[src/rtl/ber_checker_pkg.sv]
// Shared definitions for the BER checker: FSM encodings, PRBS9 polynomial
// constants and a width helper.
package ber_checker_pkg;

  typedef enum logic [1:0] {
    ST_IDLE   = 2'd0,
    ST_SEARCH = 2'd1,
    ST_LOCKED = 2'd2
  } state_t;

  localparam int PRBS9_ORDER = 9;
  localparam int PRBS9_LEN   = 511;
  localparam int PRBS9_TAP_A = 9;
  localparam int PRBS9_TAP_B = 5;

  // Width helper that never returns zero, so a 1-entry range still gets a port bit.
  function automatic int clog2_min1(input int value);
    return (value > 1) ? $clog2(value) : 1;
  endfunction

endpackage

[src/rtl/ber_checker_prbs9.sv]
// PRBS9 generator (x^9 + x^5 + 1), MSB-out, advancing one step per i_enable.
module ber_checker_prbs9
  import ber_checker_pkg::*;
#(
  parameter logic [PRBS9_ORDER-1:0] SEED = 9'h1AA
) (
  input  logic clock,
  input  logic i_reset,
  input  logic i_enable,
  output logic o_bit
);

  logic [PRBS9_ORDER-1:0] r_sr;

  always_ff @(posedge clock or posedge i_reset) begin
    if (i_reset) begin
      r_sr <= SEED;
    end else if (i_enable) begin
      r_sr <= {r_sr[PRBS9_ORDER-2:0], r_sr[PRBS9_TAP_A-1] ^ r_sr[PRBS9_TAP_B-1]};
    end
  end

  assign o_bit = r_sr[PRBS9_ORDER-1];

endmodule

[config.mk]
export PLATFORM = sky130hd
export DESIGN_NAME = ber_checker_prbs9
export DESIGN_NICKNAME = d
export VERILOG_FILES = /design/src/rtl/ber_checker_pkg.sv /design/src/rtl/ber_checker_prbs9.sv
export SDC_FILE = /design/constraint.sdc
export NUM_CORES = 1
export LEC_CHECK = 0
export CORE_AREA = 8 8 45 47
export DETAILED_ROUTE_END_ITERATION = 10
export DIE_AREA = 0 0 53 55
export GPL_TIMING_DRIVEN = 0
export PLACE_DENSITY = 0.58
export SETUP_SLACK_MARGIN = 0.3
export SYNTH_ARGS = -nofsm -noshare
export SYNTH_HDL_FRONTEND = slang
export SYNTH_SLANG_ARGS = --single-unit
[constraint.sdc]
create_clock -name clock -period 1.3 [get_ports clock]
set_input_delay 0.195 -clock clock [delete_from_list [all_inputs] [get_ports clock]]
set_output_delay 0.195 -clock clock [all_outputs]
set_load 0.05 [all_outputs]
==> impl_metrics.tcl <==
set metrics [dict create \
    max_freq_ghz 0.873 \
    die-area_mm2 0.00292 \
    path_buf_inv 1 \
    rsz0062_at_grt "true" \
    power.density_mw_per_mm2 2560 \
    placed_area_um2 424 \
    min_period_ps 1150 \
    die_x_um 53 \
    place_congestion 0.697 \
    vdd_ir_drop_max_mv 0.910 \
    port_buffers 2 \
    clock_skew_ps 8.20 \
    arrival_ps 950 \
    syn_area_um2 384 \
    startpoint_type "register" \
    syn_inst 22 \
    slew_headroom 0.784 \
    wl_per_cell_um 11.7 \
    track_usage 0.0468 \
    vias_per_cell 4.07 \
    seqPwrFrac 0.485 \
    cts_tree "built" \
    drt_iter0_markers 0 \
    final.setup.tns_ps 0 \
    drv_cap 0 \
    worst_pin_slew_ps 323 \
    vias 183 \
    syn_nets 25 \
    dr.pass1.iters 1 \
    synth_cell_types 8 \
    sw_frac_of_total 0.276 \
    slew_violations 0 \
    final_area_um2 464 \
    status "finished, final reports clean" \
    drive_gt1_frac 0.690 \
    finalHoldViolations 0 \
    area_growth_pct 20.8 \
    min_path_type "input port to asynchronous set/reset pin" \
    final.period_utilization 0.882 \
    multi_input_area_um2 138 \
    grt_antenna_before_repair 0 \
    grt_max_degree 11 \
    finalSetupViolCount 0 \
    cts_max_level 1 \
    power.switching_uw 329 \
    reg.largest.list "r_sr x9" \
    p_total_uw 1190 \
    ant_nets 0 \
    grt_pass1_vias 224 \
    critical_path_required_ps 1110 \
    grt_pass1_wl_um 972 \
    cts.sinks 9 \
    num_rows 14 \
    crit_chain "buf_8" \
    path_delay_family "flip-flops" \
    overflow 0 \
    largest_reg_flops 9 \
    ys_ff_latch 9 \
    ctsHoldBuffers 0 \
    seq_area_frac_synth 0.603 \
    cts_buffer_depth 2 \
    power_frac_comb 0.340 \
    fillers 138 \
    crit_path_end_kind "output port" \
    cts_root_buf "clkbuf_4" \
    synth_area_per_cell_um2 17.5 \
    p_leak_uw 0.000214 \
    path_class "register to output port" \
    intPower_uw 861 \
    cts.reportedPaths.clkPinSlew_ps 70 \
    die_y_um 55 \
    regMostFlops "r_sr" \
    slowest_stage "dfstp_2" \
    core_mm2 0.00138 \
    drc 0 \
    layout.nets 33 \
    crit_path_max_incr_delay_ps 550 \
    insertion_delay_ps 250 \
    initial_core_util 0.278 \
    crit_path_max_fanout 2 \
    p_clk_frac 0.175 \
    seqCellArea_um2 231 \
    ys_warn_count 0 \
    numCtsBuffers 3 \
    finalWirelength_um 525 \
    antenna-diode-count 0 \
    io-pin-count 4 \
]
-- final timing paths --
kind / start / end / slack [ps] / cells past startpoint
min in group clock: i_enable / r_sr[0]$_DFFE_PP0P_ / 210 / 2
setup / recovery: r_sr[8]$_DFFE_PP1P_ / o_bit / 150 / 1
max in group asynchronous: i_reset / r_sr[1]$_DFFE_PP1P_ / 810 / 2
hold reg to reg: r_sr[6]$_DFFE_PP0P_ / r_sr[6]$_DFFE_PP0P_ / 520 / 1
hold / removal: i_reset / r_sr[6]$_DFFE_PP0P_ / 190 / 2
setup reg to reg: r_sr[8]$_DFFE_PP1P_ / r_sr[0]$_DFFE_PP0P_ / 310 / 3
-- metal layers --
metal,GRT usage,wire length [um],vias to the layer above
met2,0.0625,238,3
met4,0.0388,0,0
li1,-,-,87
met1,0.0481,250,93
met3,0.0348,36,0
met5,0,0,-
-- kinds of logic after synthesis --
kind of cell              count (synthesis)  synth area share
AOI/OAI and AO/OA                         1            0.0130
xor gates and xnor gates                  1            0.0228
buffers and inverters                     2            0.0391
DFF                                       9             0.603
muxes                                     8             0.313
and+or+nand+nor                           1           0.00976
-- power by group through the flow --
stage	Clock (uW)	Sequential, uW	Combinational [uW]
global placement	0	571	355
floorplan	0	609	247
CTS	215	577	409
global route	241	597	432
detailed placement	0	582	358
finish	209	577	404
-- stage by stage --
step	std cells	hold WS (ps)	setup WS (ps)	util
final	45	189	154	0.335
after global routing	45	207	118	0.335
after CTS	45	197	149	0.335
after detailed placement	40	470	-242	0.307
after global placement	40	464	-239	0.307
after floorplan	22	19.3	276	-
-- Yosys cell counts, drive strengths merged --
cell | instances | area (um^2)
buf | 1 | 11.3
nor2 | 1 | 3.75
xnor2 | 1 | 8.76
a21oi | 1 | 5.00
inv | 1 | 3.75
mux2 | 8 | 120
dfrtp | 4 | 100
dfstp | 5 | 131
-- cells in the final DEF, fill, tap and decap left out, drive strengths merged --
master         n
buf            3
xnor2          1
dfstp          5
clkdlybuf4s50  1
nor2           1
clkinv         1
inv            1
mux2           8
clkbuf         3
a21oi          1
dfrtp          4
-- cell type report --
class                           instances  area share
Buffer                                  1      0.0243
Clock buffer                            3      0.0485
Clock inverter                          1      0.0108
Inverter                                1     0.00809
Multi-Input combinational cell         11       0.296
Sequential cell                         9       0.499
Tap cell                               16      0.0431
Timing Repair Buffer                    3      0.0701
-- repair_timing --
| action | in CTS | in global routing |
|---|---|---|
| pin swaps | 0 | 1 |
| setup endpoints to repair | 1 | 2 |
| buffers inserted | 1 | 0 |
| gates resized for setup | 8 | 0 |
Note: power is estimated with default switching activity, not from simulation.
